### config.mk
export PLATFORM = sky130hd
export DESIGN_NAME = hazard_ctrl
export DESIGN_NICKNAME = d
export VERILOG_FILES = /design/src/rtl/hazard_ctrl.sv
export SDC_FILE = /design/constraint.sdc
export NUM_CORES = 1
export LEC_CHECK = 0
export BUFFER_PORTS_ARGS = -buffer_cell sky130_fd_sc_hd__buf_4
export CAP_MARGIN = 20
export CORE_MARGIN = 5
export CORE_UTILIZATION = 45
export CTS_BUF_LIST = sky130_fd_sc_hd__clkbuf_16
export CTS_CLUSTER_DIAMETER = 50
export CTS_CLUSTER_SIZE = 28
export DETAILED_ROUTE_END_ITERATION = 8
export PLACE_DENSITY = 0.78
export SLEW_MARGIN = 20
export SYNTH_ARGS = -nofsm -noshare
export SYNTH_HDL_FRONTEND = slang
export SYNTH_SLANG_ARGS = --single-unit
### constraint.sdc
create_clock -name clk -period 3.9 [get_ports clk]
set_clock_uncertainty 0.05 [all_clocks]
set_input_delay 0.78 -clock clk [delete_from_list [all_inputs] [get_ports clk]]
set_output_delay 0.78 -clock clk [all_outputs]
set_load 0.005 [all_outputs]
### src/rtl/hazard_ctrl.sv
// Pipeline hazard controller: per-cycle FREEZE/REDIRECT/BUBBLE/RUN decision, load/flush enables,
// saturating performance counters and a sticky memory-hang flag.
module hazard_ctrl #(
    parameter int TIMEOUT = 1023,
    parameter int CNT_W   = 32
) (
    input  logic             clk,
    input  logic             rst,
    input  logic             imem_resp,
    input  logic             dmem_req,
    input  logic             dmem_resp,
    input  logic             idex_mem_read,
    input  logic [4:0]       idex_rd,
    input  logic [4:0]       ifid_rs1_addr,
    input  logic [4:0]       ifid_rs2_addr,
    input  logic             ifid_uses_rs1,
    input  logic             ifid_uses_rs2,
    input  logic             ex_redirect,
    input  logic             cnt_clr,
    output logic             load_pc,
    output logic             load_if_id,
    output logic             load_id_ex,
    output logic             load_ex_mem,
    output logic             load_mem_wb,
    output logic             flush_if_id,
    output logic             flush_id_ex,
    output logic [1:0]       hz_state,
    output logic [CNT_W-1:0] stall_cycles,
    output logic [CNT_W-1:0] bubble_count,
    output logic [CNT_W-1:0] redirect_count,
    output logic             mem_timeout
);

    localparam logic [1:0] ST_RUN      = 2'd0;
    localparam logic [1:0] ST_FREEZE   = 2'd1;
    localparam logic [1:0] ST_BUBBLE   = 2'd2;
    localparam logic [1:0] ST_REDIRECT = 2'd3;

    localparam int RUN_W = $clog2(TIMEOUT + 1);
    localparam logic [RUN_W-1:0] RUN_LIMIT = RUN_W'(TIMEOUT);
    localparam logic [RUN_W-1:0] RUN_ONE   = RUN_W'(1);
    localparam logic [CNT_W-1:0] CNT_ONE   = CNT_W'(1);

    logic             freeze;
    logic             load_use;
    logic [1:0]       state;

    logic [CNT_W-1:0] stall_q, stall_d;
    logic [CNT_W-1:0] bubble_q, bubble_d;
    logic [CNT_W-1:0] redir_q, redir_d;
    logic [RUN_W-1:0] run_q, run_d;
    logic             timeout_q, timeout_d;

    always_comb begin
        freeze   = !imem_resp || (dmem_req && !dmem_resp);
        load_use = idex_mem_read && (idex_rd != 5'd0) &&
                   ((ifid_uses_rs1 && (ifid_rs1_addr == idex_rd)) ||
                    (ifid_uses_rs2 && (ifid_rs2_addr == idex_rd)));
        // A redirect outranks a load-use stall: the dependent instruction is squashed anyway.
        if (freeze)           state = ST_FREEZE;
        else if (ex_redirect) state = ST_REDIRECT;
        else if (load_use)    state = ST_BUBBLE;
        else                  state = ST_RUN;
    end

    always_comb begin
        load_pc     = 1'b0;
        load_if_id  = 1'b0;
        load_id_ex  = 1'b0;
        load_ex_mem = 1'b0;
        load_mem_wb = 1'b0;
        flush_if_id = 1'b0;
        flush_id_ex = 1'b0;
        hz_state    = ST_RUN;
        if (!rst) begin
            hz_state = state;
            case (state)
                ST_RUN: begin
                    load_pc     = 1'b1;
                    load_if_id  = 1'b1;
                    load_id_ex  = 1'b1;
                    load_ex_mem = 1'b1;
                    load_mem_wb = 1'b1;
                end
                ST_BUBBLE: begin
                    load_id_ex  = 1'b1;
                    flush_id_ex = 1'b1;
                    load_ex_mem = 1'b1;
                    load_mem_wb = 1'b1;
                end
                ST_REDIRECT: begin
                    load_pc     = 1'b1;
                    load_if_id  = 1'b1;
                    load_id_ex  = 1'b1;
                    load_ex_mem = 1'b1;
                    load_mem_wb = 1'b1;
                    flush_if_id = 1'b1;
                    flush_id_ex = 1'b1;
                end
                default: ;
            endcase
        end
    end

    // Counters saturate at all-ones; clear wins over any increment in the same cycle.
    always_comb begin
        stall_d  = stall_q;
        bubble_d = bubble_q;
        redir_d  = redir_q;
        if (cnt_clr) begin
            stall_d  = '0;
            bubble_d = '0;
            redir_d  = '0;
        end else begin
            if ((state == ST_FREEZE || state == ST_BUBBLE) && !(&stall_q))
                stall_d = stall_q + CNT_ONE;
            if (state == ST_BUBBLE && !(&bubble_q))
                bubble_d = bubble_q + CNT_ONE;
            if (state == ST_REDIRECT && !(&redir_q))
                redir_d = redir_q + CNT_ONE;
        end
    end

    always_comb begin
        run_d = '0;
        if (freeze)
            run_d = (run_q >= RUN_LIMIT) ? run_q : run_q + RUN_ONE;
        timeout_d = timeout_q || (run_d >= RUN_LIMIT);
    end

    always_ff @(posedge clk) begin
        if (rst) begin
            stall_q   <= '0;
            bubble_q  <= '0;
            redir_q   <= '0;
            run_q     <= '0;
            timeout_q <= 1'b0;
        end else begin
            stall_q   <= stall_d;
            bubble_q  <= bubble_d;
            redir_q   <= redir_d;
            run_q     <= run_d;
            timeout_q <= timeout_d;
        end
    end

    assign stall_cycles   = stall_q;
    assign bubble_count   = bubble_q;
    assign redirect_count = redir_q;
    assign mem_timeout    = timeout_q;

endmodule

**Word-level counts from Yosys, hierarchy flattened**

Index checks and enable logic that the tools add are counted.

- Register bits after elaboration: 107
- Input bits: 25
- Logic and storage cells: 56
- Output and inout bits: 106

- Multiplexer cells: 14
- Reductions and logical operators: 26
- Magnitude comparators: 2
- Eq/ne operators: 5
- Add/subtract/negate cells: 4

Operator list:

| operator | number |
|---|---|
| $add 32x1->32 const B | 3 |
| $reduce_and 32->1 | 3 |
| $ge 10x10->1 const B | 2 |
| $mux 10 | 2 |
| $add 10x1->10 const B | 1 |
| $eq 5x5->1 | 2 |
| $logic_and 1x1->1 | 8 |
| $mux 1 | 8 |
| $mux 2 | 4 |
| $reduce_or 2->1 | 3 |
| $logic_not 1->1 | 5 |
| $reduce_bool 5->1 | 1 |
| $eq 2x2->1 const B | 2 |
| $logic_or 1x1->1 | 4 |
| $reduce_or 3->1 | 1 |
| $eq 2x1->1 const B | 1 |
| $logic_not 2->1 | 1 |

**Logic depth before layout (Yosys ltp)**

- Depth after elaboration: 11
- Gate-level depth with buffers: 13
- Depth with buffers taken out: 12

**Worst setup path after synthesis**

No wires, ideal clock.

- Path kind: input port to flip-flop
- Start: input idex_rd[1]
- End: register stall_q[29] (netlist: stall_cycles[29])
- Path slack: 0.710 ns
- Data arrival time: 3.069 ns
- Required time: 3.780 ns
- Stages on the path: 10
- Path through: or4_1 > o21ai_0 > a21oi_1 > o21bai_1 > ha_1 > nand4b_1 > nor2_1 > o311ai_2 > or3_1 > a21oi_1

- Longest elaborated chain between the ends: 10

Ends and longest elaborated chain:

| what | RTL line | text |
|---|---|---|
| start: declaration | 13 | `input logic [4:0] idex_rd,` |
| $eq 5x5->1 (on tied branches) | 57, 58 |  |
| $logic_and 1x1->1 (on tied branches) | 57, 58 |  |
| $logic_or 1x1->1 | 57 | `((ifid_uses_rs1 && (ifid_rs1_addr == idex_rd)) \|\|` |
| $logic_and 1x1->1 (*) | 56 | `load_use = idex_mem_read && (idex_rd != 5'd0) &&` |
| $mux 2 (*) | 62 | `else if (load_use) state = ST_BUBBLE;` |
| $mux 2 (*) | 61 | `else if (ex_redirect) state = ST_REDIRECT;` |
| $mux 2 (*) | 60 | `if (freeze) state = ST_FREEZE;` |
| $eq 2x1->1 or $eq 2x2->1 (tied branches) | 115 | `if ((state == ST_FREEZE \|\| state == ST_BUBBLE) && !(&stall_q))` |
| $logic_or 1x1->1 (*) | 115 |  |
| $logic_and 1x1->1 (*) | 115 |  |
| end signal: assignment | 139 | `stall_q <= stall_d;` |
| end: declaration | 48 | `logic [CNT_W-1:0] stall_q, stall_d;` |

Mark *: on every way between the ends. The rest lies on a longest branch, timed or not.
A chain may end at the register's enable or synchronous reset.

**Worst setup path after layout**

- Start: input idex_rd[1]
- End: output flush_id_ex

- Longest elaborated chain between the ends: 11

Ends and longest elaborated chain:

| what | RTL line | text |
|---|---|---|
| $eq 5x5->1 (on tied branches) | 57, 58 |  |
| $logic_and 1x1->1 (on tied branches) | 57, 58 |  |
| $logic_or 1x1->1 | 57 |  |
| $logic_and 1x1->1 (*) | 56 |  |
| $mux 2 (*) | 62 |  |
| $mux 2 (*) | 61 |  |
| $mux 2 (*) | 60 |  |
| $eq 2x2->1 | 77 | `case (state)` |
| $reduce_or 2->1 (no source line) (*) | - |  |
| $mux 1 (*) | 77 |  |
| $mux 1 (*) | 75 | `if (!rst) begin` |
| end: declaration | 26 | `output logic flush_id_ex,` |

Marks and branches as above.

==> flow_metrics.tcl <==
set metrics [dict create \
    areaGrowthSynthToFinish_pct 25.3 \
    antenna-diode-count 0 \
    cts_root_buf "clkbuf_16" \
    cellLeakagePower_uw 0.00250 \
    switching_share 0.219 \
    criticalPathCategory "input port to output pin" \
    synth_top_flop_cell "dfxtp_1" \
    syn_area_sq_um 5410 \
    yosys_warnings 0 \
    drtIter0Drc 311 \
    critical_path.startpoint "idex_rd[1]" \
    power_frac_comb 0.045 \
    switching_power_uw 453 \
    largest_net_degree_at_the_start_of_global_routing 39 \
    worst_ep_arrival_time_ns 2.69 \
    syn-mean-instance-area_sq_um 8.13 \
    setup_repair_after_global_routing_missed_its_margin "false" \
    cts_made_buffers 9 \
    cp-start-kind "input port" \
    tightest_slew_ns 0.865 \
    layout.cells.most_common_list "buf_4 (135), dfxtp_1 (107), nor2_1 (96)" \
    worstHoldPathType "flop to flop" \
    clock_tree_from_tritoncts "built" \
    post-route-min-period_ns 3.52 \
    detailed_place_hpwl_um 10000 \
    timing.final.max_slew_violations 0 \
    hold_viol_final 0 \
    initial_utilization 0.455 \
    fp.dieW_um 120 \
    synth_async_sr_flop_share 0 \
    clk-insertion-delay-late_ns 0.35 \
    core_sq_um 11900 \
    fp.dieArea_sq_um 14300 \
    post_detailed_route_drc_marker_count 0 \
    cts_resized 0 \
    route.final.wire_length_um 14000 \
    postSynthRegisterBits 107 \
    globalRoute.totalOverflow 0 \
    netlist-cell-type-count 53 \
    routed_via_density 5.58 \
    portBuffers 130 \
    final_nets 818 \
    critical_path.reg2reg.startpoint "stall_cycles[19]$_SDFFE_PP0P_" \
    max-slew-margin-rel 0.421 \
    final.hold.worst_slack_ns 0.438 \
    max_freq_ghz 0.284 \
    most_common_cell_after_layout_fill_and_taps_aside "buf_4" \
    wire_length_of_the_first_global_routing_pass_um 23300 \
    cts_post_setup_buffers_inserted 0 \
    timing.critical_path.fanout_max 11 \
    postRouteAntennaNets 0 \
    internal_power_uw 1620 \
    vias 5234 \
    required_time_at_the_worst_slack_endpoint_ns 3.07 \
    status "finished clean" \
    library_cell_occupying_the_most_area_in_the_post_synthesis_netlist "dfxtp_1" \
    max_cap_violations 0 \
    clkSinkCount 107 \
    post-route-period-util 0.904 \
    synth.net_count 697 \
    grt_util_all_layers 0.194 \
    num-fill-cells 1102 \
    drive_above_1_share 0.202 \
    drt-pass1-iter-count 4 \
    placementRows 40 \
    post_cts_hold_buffer_count 0 \
    clock_power_share 0.425 \
    synth_cells 666 \
    first_global_vias 4917 \
    h_tree_levels 3 \
    hold_path_startpoint "mem_timeout$_SDFF_PP0_" \
    vdd_ir_drop_max_v 0.000156 \
    final-setup-viol-count 0 \
    cp-end-kind "output pin" \
    seqPwrFrac 0.530 \
    die_height_um 120 \
    synth_area_leaders "dfxtp_1 (40%), xnor2_1 (7.0%), nor2_1 (6.7%), xor2_1 (4.4%), nand2_1 (4.0%)" \
    synth_top_area_frac 0.396 \
    clockBufferDepth 2 \
    yosysSeqAreaShare 0.396 \
    floorplan.io_pins 131 \
    grt_antenna_before_repair 0 \
    setup_tns_ns 0 \
    gp_congestion 0.865 \
    routedWlPerCell_um 14.9 \
    synth-edff-count 0 \
    power_density_nw_per_um2 306 \
    clk_pin_slew_ns 0.06 \
]
## metal layers
layer | vias to the layer above | part of all wire | GRT usage | wire length, um
li1 | 2608 | - | - | -
met2 | 133 | 0.47 | 0.322 | 6550
met4 | 0 | 0.016 | 0.0752 | 229
met1 | 2477 | 0.46 | 0.251 | 6420
met5 | - | 0 | 0 | 0
met3 | 16 | 0.056 | 0.0363 | 782
## stage by stage
step	total power, uW	cell area [sq um]	util	setup slack (ns)	instances
floorplan	1170	5410	-	0.710	666
finish	2070	6790	0.570	0.375	938
global route	2150	6790	0.570	0.171	938
global placement	1220	6500	0.546	0.354	923
CTS	2100	6780	0.569	0.337	938
detailed placement	1220	6500	0.546	0.316	923
## power by group through the flow
stage	clock, uW	combinational, uW	sequential [uW]
detailed placement	0	94.8	1120
global route	945	104	1100
floorplan	0	49.9	1120
global placement	0	93.7	1120
CTS	902	95.1	1100
finish	881	93.9	1100
## cell families (layout without fill, tap and decap cells)
group	after synthesis	count (layout)	synth area share
DFF	107	107	0.396
adders and majority gates	6	6	0.0139
xor gates and xnor gates	70	70	0.113
buffers and inverters	40	165	0.0324
muxes	4	4	0.00740
AOI/OAI and AO/OA	93	93	0.106
and+or+nand+nor	346	346	0.332
## worst max-delay path, stage by stage
cell      delay [ns]
buf_4           0.12
or4_1           0.51
o21ai_0         0.16
a21oi_1         0.06
o21bai_1        0.32
inv_1           0.08
ha_1            0.33
nor2_1          0.14
nor2_1          0.05
buf_4           0.13
## final timing paths
path | end | slack, ns | cells past startpoint
max | flush_id_ex | 0.38 | 10
min | mem_timeout$_SDFF_PP0_ | 0.44 | 2
max reg2reg | stall_cycles[15]$_SDFFE_PP0P_ | 1.30 | 6
min reg2reg | mem_timeout$_SDFF_PP0_ | 0.44 | 2
## final cells by class
class	instances	area, sq um	share of cell area
Tap cell	147	184	0.0271
Clock inverter	6	52.6	0.00774
Inverter	15	56.3	0.00830
Multi-Input combinational cell	519	3110	0.459
Sequential cell	107	2140	0.316
Clock buffer	9	225	0.0332
Timing Repair Buffer	135	1010	0.149
## flip-flops by register name (all words and copies together), names as in the netlist
| name | flops |
|---|---|
| redirect_count | 32 |
| bubble_count | 32 |
| stall_cycles | 32 |
| mem_timeout | 1 |
| run_q | 10 |
## cell usage after synthesis, types with 2 or more instances
cell,instances
nor2_1,96
and2_1,6
o211ai_2,3
nor4_1,13
o21ai_0,32
nand3_1,39
inv_1,15
nor4b_1,3
o31a_1,2
and4_1,13
nand4_1,21
mux2i_1,4
or4_1,6
or3_1,26
ha_1,6
and3_1,18
o31ai_1,2
xnor2_1,43
nand2_1,58
a21oi_1,31
a211oi_1,2
buf_4,4
dfxtp_1,107
xor2_1,27
nor4_2,2
buf_2,2
nor3_1,32
o211ai_1,7
a31oi_1,2
o21a_1,2
nand2b_1,3
clkbuf_1,18
(Power assumes the default switching activity.)
